===== config.mk =====
export PLATFORM = sky130hd
export DESIGN_NAME = data_mem_ctrl_flat
export DESIGN_NICKNAME = d
export VERILOG_FILES = /design/src/rtl/data_mem_pkg.sv /design/src/rtl/data_mem_if.sv /design/src/rtl/data_mem_array.sv /design/src/rtl/data_mem_ctrl.sv /design/src/flat_wrapper.sv
export SDC_FILE = /design/constraint.sdc
export NUM_CORES = 2
export LEC_CHECK = 0
export ABC_AREA = 1
export BUFFER_PORTS_ARGS = -buffer_cell sky130_fd_sc_hd__buf_2
export CAP_MARGIN = 20
export CELL_PAD_IN_SITES_DETAIL_PLACEMENT = 0
export CELL_PAD_IN_SITES_GLOBAL_PLACEMENT = 1
export CORE_MARGIN = 3
export CORE_UTILIZATION = 40
export DETAILED_ROUTE_END_ITERATION = 6
export GPL_TIMING_DRIVEN = 0
export PLACE_DENSITY = 0.67
export SETUP_SLACK_MARGIN = 0.1
export SLEW_MARGIN = 20
export SYNTH_ARGS = -nofsm -noshare
export SYNTH_HDL_FRONTEND = slang
export SYNTH_HIERARCHICAL = 1
export SYNTH_SLANG_ARGS = --single-unit

===== constraint.sdc =====
create_clock -name clk -period 2.3 [get_ports clk]
set_input_delay 0.23 -clock clk [delete_from_list [all_inputs] [get_ports clk]]
set_output_delay 0.23 -clock clk [all_outputs]
set_load 0.01 [all_outputs]

===== src/rtl/data_mem_pkg.sv =====
// rtl/data_mem_pkg.sv - shared types and default parameters for the data memory controller
//
// Purpose: controller state encoding and default geometry/latency values,
//          shared by the controller, its storage array and the bus interface.
// Ports:   none (package).

package data_mem_pkg;

    localparam int DEFAULT_DATA_WIDTH  = 32;
    localparam int DEFAULT_DEPTH       = 64;
    localparam int DEFAULT_WAIT_CYCLES = 4;

    typedef enum logic [1:0] {
        IDLE = 2'd0,
        WAIT = 2'd1,
        DONE = 2'd2
    } state_t;

endpackage


===== src/rtl/data_mem_if.sv =====
// rtl/data_mem_if.sv - request/response bus between a requester and the data memory controller
//
// Purpose: groups the handshake and data signals of one memory port.
// Signals:
//   mem_read, mem_write  request strobes, held by the requester until ready
//   address, data        word address and write data
//   byte_en              write byte lanes, bit i covers data[8i+7:8i]
//   mem_result           registered read data
//   ready                one-cycle completion pulse
//   busy                 controller is not idle
//   conflict             sticky: a simultaneous read+write request was accepted
// Modports: master (requester side), slave (controller side).

interface data_mem_if
    import data_mem_pkg::*;
#(
    parameter int DATA_WIDTH = DEFAULT_DATA_WIDTH,
    parameter int ADDR_WIDTH = $clog2(DEFAULT_DEPTH)
);

    logic                      mem_read;
    logic                      mem_write;
    logic [ADDR_WIDTH-1:0]     address;
    logic [DATA_WIDTH-1:0]     data;
    logic [DATA_WIDTH/8-1:0]   byte_en;
    logic [DATA_WIDTH-1:0]     mem_result;
    logic                      ready;
    logic                      busy;
    logic                      conflict;

    modport master (
        output mem_read,
        output mem_write,
        output address,
        output data,
        output byte_en,
        input  mem_result,
        input  ready,
        input  busy,
        input  conflict
    );

    modport slave (
        input  mem_read,
        input  mem_write,
        input  address,
        input  data,
        input  byte_en,
        output mem_result,
        output ready,
        output busy,
        output conflict
    );

endinterface


===== src/rtl/data_mem_array.sv =====
// rtl/data_mem_array.sv - word storage with byte-masked write and optional clear on reset
//
// Purpose: DEPTH x DATA_WIDTH register array. Writes are synchronous and
//          byte-masked; the read port is combinational so the controller can
//          register the word on the same edge it performs the access.
// Ports:
//   clk, rst   clock and synchronous active-high reset
//   we         write strobe (one cycle)
//   addr       word address for both read and write
//   wdata      write data
//   be         write byte lanes
//   rdata      combinational read data at addr

module data_mem_array
    import data_mem_pkg::*;
#(
    parameter int  DATA_WIDTH     = DEFAULT_DATA_WIDTH,
    parameter int  DEPTH          = DEFAULT_DEPTH,
    parameter int  CLEAR_ON_RESET = 1,
    localparam int ADDR_WIDTH     = $clog2(DEPTH),
    localparam int BE_WIDTH       = DATA_WIDTH / 8
) (
    input  logic                  clk,
    input  logic                  rst,
    input  logic                  we,
    input  logic [ADDR_WIDTH-1:0] addr,
    input  logic [DATA_WIDTH-1:0] wdata,
    input  logic [BE_WIDTH-1:0]   be,
    output logic [DATA_WIDTH-1:0] rdata
);

    logic [DATA_WIDTH-1:0] mem [DEPTH];

    // Reset wins over a write; without CLEAR_ON_RESET the contents survive reset.
    always_ff @(posedge clk) begin
        if (rst) begin
            if (CLEAR_ON_RESET != 0) begin
                for (int i = 0; i < DEPTH; i++) begin
                    mem[i] <= '0;
                end
            end
        end else if (we) begin
            for (int b = 0; b < BE_WIDTH; b++) begin
                if (be[b]) begin
                    mem[addr][8*b +: 8] <= wdata[8*b +: 8];
                end
            end
        end
    end

    assign rdata = mem[addr];

endmodule


===== src/rtl/data_mem_ctrl.sv =====
// rtl/data_mem_ctrl.sv - fixed-latency data memory controller (IDLE -> WAIT -> DONE)
//
// Purpose: accepts one read or write request in IDLE, latches it, waits
//          WAIT_CYCLES clocks from acceptance, performs the access on the
//          storage array and pulses ready for one cycle.
// Ports:
//   clk    clock, all state changes on the rising edge
//   rst    synchronous active-high reset
//   bus    data_mem_if slave modport (requests in, result/ready/busy/conflict out)

module data_mem_ctrl
    import data_mem_pkg::*;
#(
    parameter int  DATA_WIDTH     = DEFAULT_DATA_WIDTH,
    parameter int  DEPTH          = DEFAULT_DEPTH,
    parameter int  WAIT_CYCLES    = DEFAULT_WAIT_CYCLES,
    parameter int  CLEAR_ON_RESET = 1,
    localparam int ADDR_WIDTH     = $clog2(DEPTH)
) (
    input  logic     clk,
    input  logic     rst,
    data_mem_if.slave bus
);

    localparam int BE_WIDTH  = DATA_WIDTH / 8;
    // Counter holds WAIT_CYCLES-1 down to 0; keep at least one bit for WAIT_CYCLES=1.
    localparam int CNT_WIDTH = (WAIT_CYCLES > 1) ? $clog2(WAIT_CYCLES) : 1;

    state_t                state;
    state_t                state_next;
    logic [CNT_WIDTH-1:0]  cnt;
    logic [ADDR_WIDTH-1:0] addr_q;
    logic [DATA_WIDTH-1:0] data_q;
    logic [BE_WIDTH-1:0]   be_q;
    logic                  is_write_q;
    logic [DATA_WIDTH-1:0] result_q;
    logic                  conflict_q;
    logic                  accept;
    logic                  access;
    logic                  mem_we;
    logic [DATA_WIDTH-1:0] rd_data;

    always_ff @(posedge clk) begin
        if (rst) begin
            state <= IDLE;
        end else begin
            state <= state_next;
        end
    end

    always_comb begin
        state_next = state;
        accept     = 1'b0;
        access     = 1'b0;
        case (state)
            IDLE: begin
                if (bus.mem_read || bus.mem_write) begin
                    accept     = 1'b1;
                    state_next = WAIT;
                end
            end
            WAIT: begin
                if (cnt == '0) begin
                    access     = 1'b1;
                    state_next = DONE;
                end
            end
            DONE: begin
                state_next = IDLE;
            end
            default: begin
                state_next = IDLE;
            end
        endcase
    end

    // Only the latched copies feed the access, so the requester may change
    // its inputs freely once the request has been taken.
    always_ff @(posedge clk) begin
        if (rst) begin
            cnt        <= '0;
            addr_q     <= '0;
            data_q     <= '0;
            be_q       <= '0;
            is_write_q <= 1'b0;
            result_q   <= '0;
            conflict_q <= 1'b0;
        end else begin
            if (accept) begin
                cnt        <= CNT_WIDTH'(WAIT_CYCLES - 1);
                addr_q     <= bus.address;
                data_q     <= bus.data;
                be_q       <= bus.byte_en;
                // Simultaneous read+write collapses to a write.
                is_write_q <= bus.mem_write;
                if (bus.mem_read && bus.mem_write) begin
                    conflict_q <= 1'b1;
                end
            end else if (state == WAIT && cnt != '0) begin
                cnt <= cnt - 1'b1;
            end

            if (access && !is_write_q) begin
                result_q <= rd_data;
            end
        end
    end

    // Gate with rst so an access landing on a reset edge is dropped even
    // when the array keeps its contents through reset.
    assign mem_we = access && is_write_q && !rst;

    data_mem_array #(
        .DATA_WIDTH     (DATA_WIDTH),
        .DEPTH          (DEPTH),
        .CLEAR_ON_RESET (CLEAR_ON_RESET)
    ) u_array (
        .clk   (clk),
        .rst   (rst),
        .we    (mem_we),
        .addr  (addr_q),
        .wdata (data_q),
        .be    (be_q),
        .rdata (rd_data)
    );

    assign bus.mem_result = result_q;
    assign bus.ready      = (state == DONE);
    assign bus.busy       = (state != IDLE);
    assign bus.conflict   = conflict_q;

endmodule

===== src/flat_wrapper.sv =====
// flat-port wrapper written by rule: the top's interface ports become plain ports
module data_mem_ctrl_flat import data_mem_pkg::*;
#(
    parameter int  DATA_WIDTH     = DEFAULT_DATA_WIDTH,
    parameter int  DEPTH          = DEFAULT_DEPTH,
    parameter int  WAIT_CYCLES    = DEFAULT_WAIT_CYCLES,
    parameter int  CLEAR_ON_RESET = 1,
    localparam int ADDR_WIDTH     = $clog2(DEPTH)
)
  (clk, rst, bus_mem_read, bus_mem_write, bus_address, bus_data, bus_byte_en, bus_mem_result, bus_ready, bus_busy, bus_conflict);
  data_mem_if #(.DATA_WIDTH(DATA_WIDTH)) bus_i ();
  input  logic clk;
  input  logic rst;
  input wire logic [$bits(bus_i.mem_read)-1:0] bus_mem_read;
  input wire logic [$bits(bus_i.mem_write)-1:0] bus_mem_write;
  input wire logic [$bits(bus_i.address)-1:0] bus_address;
  input wire logic [$bits(bus_i.data)-1:0] bus_data;
  input wire logic [$bits(bus_i.byte_en)-1:0] bus_byte_en;
  output wire logic [$bits(bus_i.mem_result)-1:0] bus_mem_result;
  output wire logic [$bits(bus_i.ready)-1:0] bus_ready;
  output wire logic [$bits(bus_i.busy)-1:0] bus_busy;
  output wire logic [$bits(bus_i.conflict)-1:0] bus_conflict;
  assign bus_i.mem_read = bus_mem_read;
  assign bus_i.mem_write = bus_mem_write;
  assign bus_i.address = bus_address;
  assign bus_i.data = bus_data;
  assign bus_i.byte_en = bus_byte_en;
  assign bus_mem_result = bus_i.mem_result;
  assign bus_ready = bus_i.ready;
  assign bus_busy = bus_i.busy;
  assign bus_conflict = bus_i.conflict;
  data_mem_ctrl #(.DATA_WIDTH(DATA_WIDTH), .DEPTH(DEPTH), .WAIT_CYCLES(WAIT_CYCLES), .CLEAR_ON_RESET(CLEAR_ON_RESET)) u_core (.clk(clk), .rst(rst), .bus(bus_i));
endmodule

==> reports/metrics.csv <==
stage,metric,value,unit
synth,syn_inst,11600,
synth,netlist_area,99300,um2
run,drv_cap,0,
setup_path,path_max_fanout,8,
worst_hold_path,hold_class,primary input to register,
floorplanning,dieArea,254000,um2
clocking,cts_buffers,236,
setup_path,path_cells,"buf_12, inv_12, buf_16, clkbuf_16, buf_16, buf_12, nand2_1, nand2_1, nand2_1, nand2_1, nand2_1, nand2_1, nand2_1, nand2_2, nor2_4, nand2_2, o21ai_2, nor2_1",
setup_path,crit_required,3.08,ns
sta,finClkSkew,0.0325,ns
detailed_routing,routed_wl,467000,um
final_layout,multiInputGateArea,37200,um2
clocking,cts_sinks,2128,
sta,min_period,2.73,ns
global_routing,track_usage,35.7,%
clocking,cts_tree,done,
pwr,ir_drop,746,uV
sta,hold_violations,0,
floorplanning,die_h,504,um
synth,ys_warn_count,6,
detailed_routing,dr.first_iter.drc_count,11700,
synth,yosysTopAreaCellShare,62.0,%
final_layout,instances_no_fill,15800,
synth,synth_compound_area_share,0.469,%
detailed_routing,firstDrtPassIters,7,
sta,rsz0062_at_grt,yes,
placed_design,place.port_buffers,80,
setup_path,path_common_cell,nand2_1,
synth,yosys.area_share.adder,0.0126,%
setup_path,cp-end-kind,register,
final_layout,drive_gt1_share,15.6,%
sta,setup_viol_count_final,2466,
status,failed_checks,setup timing,
global_routing,grt_pass1_vias,79800,
synth,ys_ff_latch,2128,
floorplanning,initial_core_util,40.3,%
setup_path,worstSetupPathType,register to register,
sta,setup_ws,-0.429,ns
detailed_routing,wl_per_cell,29.6,um
setup_path,cp_top_family,simple AND/OR/NAND/NOR gates,
detailed_routing,drtAntennaViolNets,0,
status,status,"complete, but fails checks",
pwr,p_per_area,804,nW/um2
clocking,clockBufferDepth,3,
global_routing,antenna_found_initial,29,
global_routing,grt-ovfl-total,0,
global_routing,grt_max_degree,17,
setup_path,crit_buf_inv,6,
synth,seq_area_frac_synth,63.6,%
floorplanning,io_pins,81,
clocking,htreeDepth,4,
synth,synthMuxAreaShare,0,%
clocking,clk_latency,0.91,ns
placed_design,gp_congestion,0.979,
detailed_routing,drcViolationCount,0,
final_layout,area_delta_synth_final,23.0,%
pwr,power.static_leakage,51.8,nW
sta,min_period_over_period,119,%
sta,slew_viol_final,0,
sta,max_freq,366,MHz
setup_path,startpoint_type,register,
synth,synth_simple_gate_area_share,32.9,%
setup_path,slowest_stage,dfxtp_2,
floorplanning,num_rows,182,
floorplanning,fp.dieW,504,um
synth,ys_types,28,
detailed_routing,num_vias,86700,
synth,synth_top_family_by_area,simple AND/OR/NAND/NOR gates,
detailed_routing,viasPerCell,5.49,
synth,avgSynthCellArea,8.55,um2
final_layout,fill_cells,23700,
synth,synth-xor-area-share,0,%
final_layout,regArea,63100,um2
sta,tightest_slew,1.24,ns
placed_design,pre_cts_slack,-2.82,ns
final_layout,nNetsFinal,12300,
sta,relSlewSlack,17.1,%
placed_design,hpwl,338000,um
global_routing,grt_pass1_wl,629000,um
synth,syn_nets,11700,
setup_path,arrival,3.51,ns
placed_design,dp.cells,15100,
floorplanning,core,246000,um2
clocking,cts_root_buf,clkbuf_16,
synth,yosysTopAreaCell,edfxtp_1,
setup_path,cpPeakStageDelay,0.36,ns
clocking,clkSlewWorstSetupHoldPaths,0.06,ns
synth,yosys-top-cells-area,"edfxtp_1, nand2_1, nor2_1",
## timing repair
item,CTS,global route
gates cloned,5,1
setup endpoints to repair,4129,3617
hold buffers,51,0
resized for setup,1527,260
setup buffers,202,15
pin swaps,135,59
hold endpoints to repair,44,0
## final timing paths
check                    startpoint                   endpoint  slack [ns]  depth (start not counted)
hold reg to reg   u_core/is_write_q          u_core/is_write_q        0.47                          2
hold / removal                  rst           u_core/data_q[9]        0.06                          3
setup / recovery   u_core/addr_q[0]  u_core/bus.mem_result[20]       -0.43                         18
setup reg to reg   u_core/addr_q[0]  u_core/bus.mem_result[20]       -0.43                         18
## synth_stat cells (all sizes together)
cell and number:
edfxtp 2048, nand2 6296, a21oi 45, dfxtp 80, nor2 2261, or2 6
clkinv 1, o21ai 39, o211ai 5, ha 1, nor3 9, nand3 58
buf 145, clkbuf 545, o21a 1, inv 73
## metal layers
metal / part of all wire, % / GRT usage [%]
met5: 0.0028 / 0
met2: 43 / 53.4
met4: 7.5 / 23.1
met1: 38 / 46.6
met3: 11 / 8.44
## power breakdown
| part | total, mW | internal (mW) | switching (mW) |
|---|---|---|---|
| combinational | 15.7 | 3.56 | 12.1 |
| clock | 38.3 | 22.0 | 16.3 |
| sequential | 44.2 | 43.7 | 0.520 |
## placed cells by master (no fill, tap or decap), types with 24 or more instances in the layout
cell type / netlist / routed
nand2_2: 10 / 339
nand2_1: 6286 / 5733
nor2_4: 3 / 108
edfxtp_1: 2048 / 2048
clkbuf_8: 0 / 35
buf_16: 0 / 32
nand2_8: 0 / 63
clkbuf_4: 0 / 87
inv_2: 47 / 44
nand3_1: 57 / 57
nand2_4: 0 / 161
buf_2: 89 / 133
clkbuf_1: 542 / 271
dlygate4sd3_1: 0 / 51
nor2_1: 2244 / 2141
clkinv_1: 0 / 39
clkbuf_16: 0 / 261
buf_6: 6 / 42
buf_12: 0 / 99
clkbuf_2: 3 / 166
dfxtp_1: 80 / 72
diode_2: 0 / 24
clkinv_2: 1 / 43
buf_4: 2 / 183
a21oi_1: 45 / 45
## cells by family (layout without fill, tap and decap cells)
family | count (synthesis) | after routing
other cells | 0 | 24
flops | 2128 | 2128
compound gates | 90 | 90
buf+inv | 764 | 1605
fa+ha+maj | 1 | 1
simple gates | 8630 | 8630
## sequential cells by signal, summed over array words and instances, names as in the netlist
| name | count |
|---|---|
| u_core/is_write_q | 1 |
| u_core/bus.mem_result | 32 |
| u_core/u_array/mem | 2048 |
| u_core/addr_q | 6 |
| u_core/bus.conflict | 1 |
| u_core/data_q | 32 |
| u_core/be_q | 4 |
| u_core/state | 2 |
| u_core/cnt | 2 |
## per-stage QoR
step / hold WS, ns / TNS, ns / power (mW) / utilization (%) / instance area, um2
after floorplan: 0.395 / 0 / 51.3 / - / 99500
after global placement: 0.447 / -9357.25 / 58.2 / 42.2 / 104000
after detailed placement: 0.453 / -7864.83 / 58.6 / 42.7 / 105000
after CTS: 0.00159 / -223.11 / 97.7 / 49.1 / 121000
after global routing: 0.0385 / -410.98 / 101 / 49.5 / 122000
final: 0.0623 / -385.02 / 98.1 / 49.5 / 122000
## worst register-to-register path: stages (launching register included)
cell and delay, ns:
dfxtp_2 0.36, buf_12 0.16, inv_12 0.07, buf_16 0.18, clkbuf_16 0.18, buf_16 0.17, buf_12 0.19, nand2_1 0.06
nand2_1 0.05, nand2_1 0.05, nand2_1 0.06, nand2_1 0.05, nand2_1 0.07, nand2_1 0.08, nand2_2 0.10, nor2_4 0.37
nand2_2 0.14, o21ai_2 0.20, nor2_1 0.06
## final cells by class
type | count | share of cell area [%]
clock buffer | 309 | 5.23
inverter | 74 | 0.252
buffer | 690 | 3.88
sequential | 2128 | 51.7
antenna | 24 | 0.0492
clock inverter | 131 | 1.09
tap | 3312 | 3.40
multi-input combinational | 8721 | 30.5
timing repair inverter | 1 | 0.00718
timing repair buffer | 400 | 3.85
No activity file was read; power rests on OpenSTA's default activity.
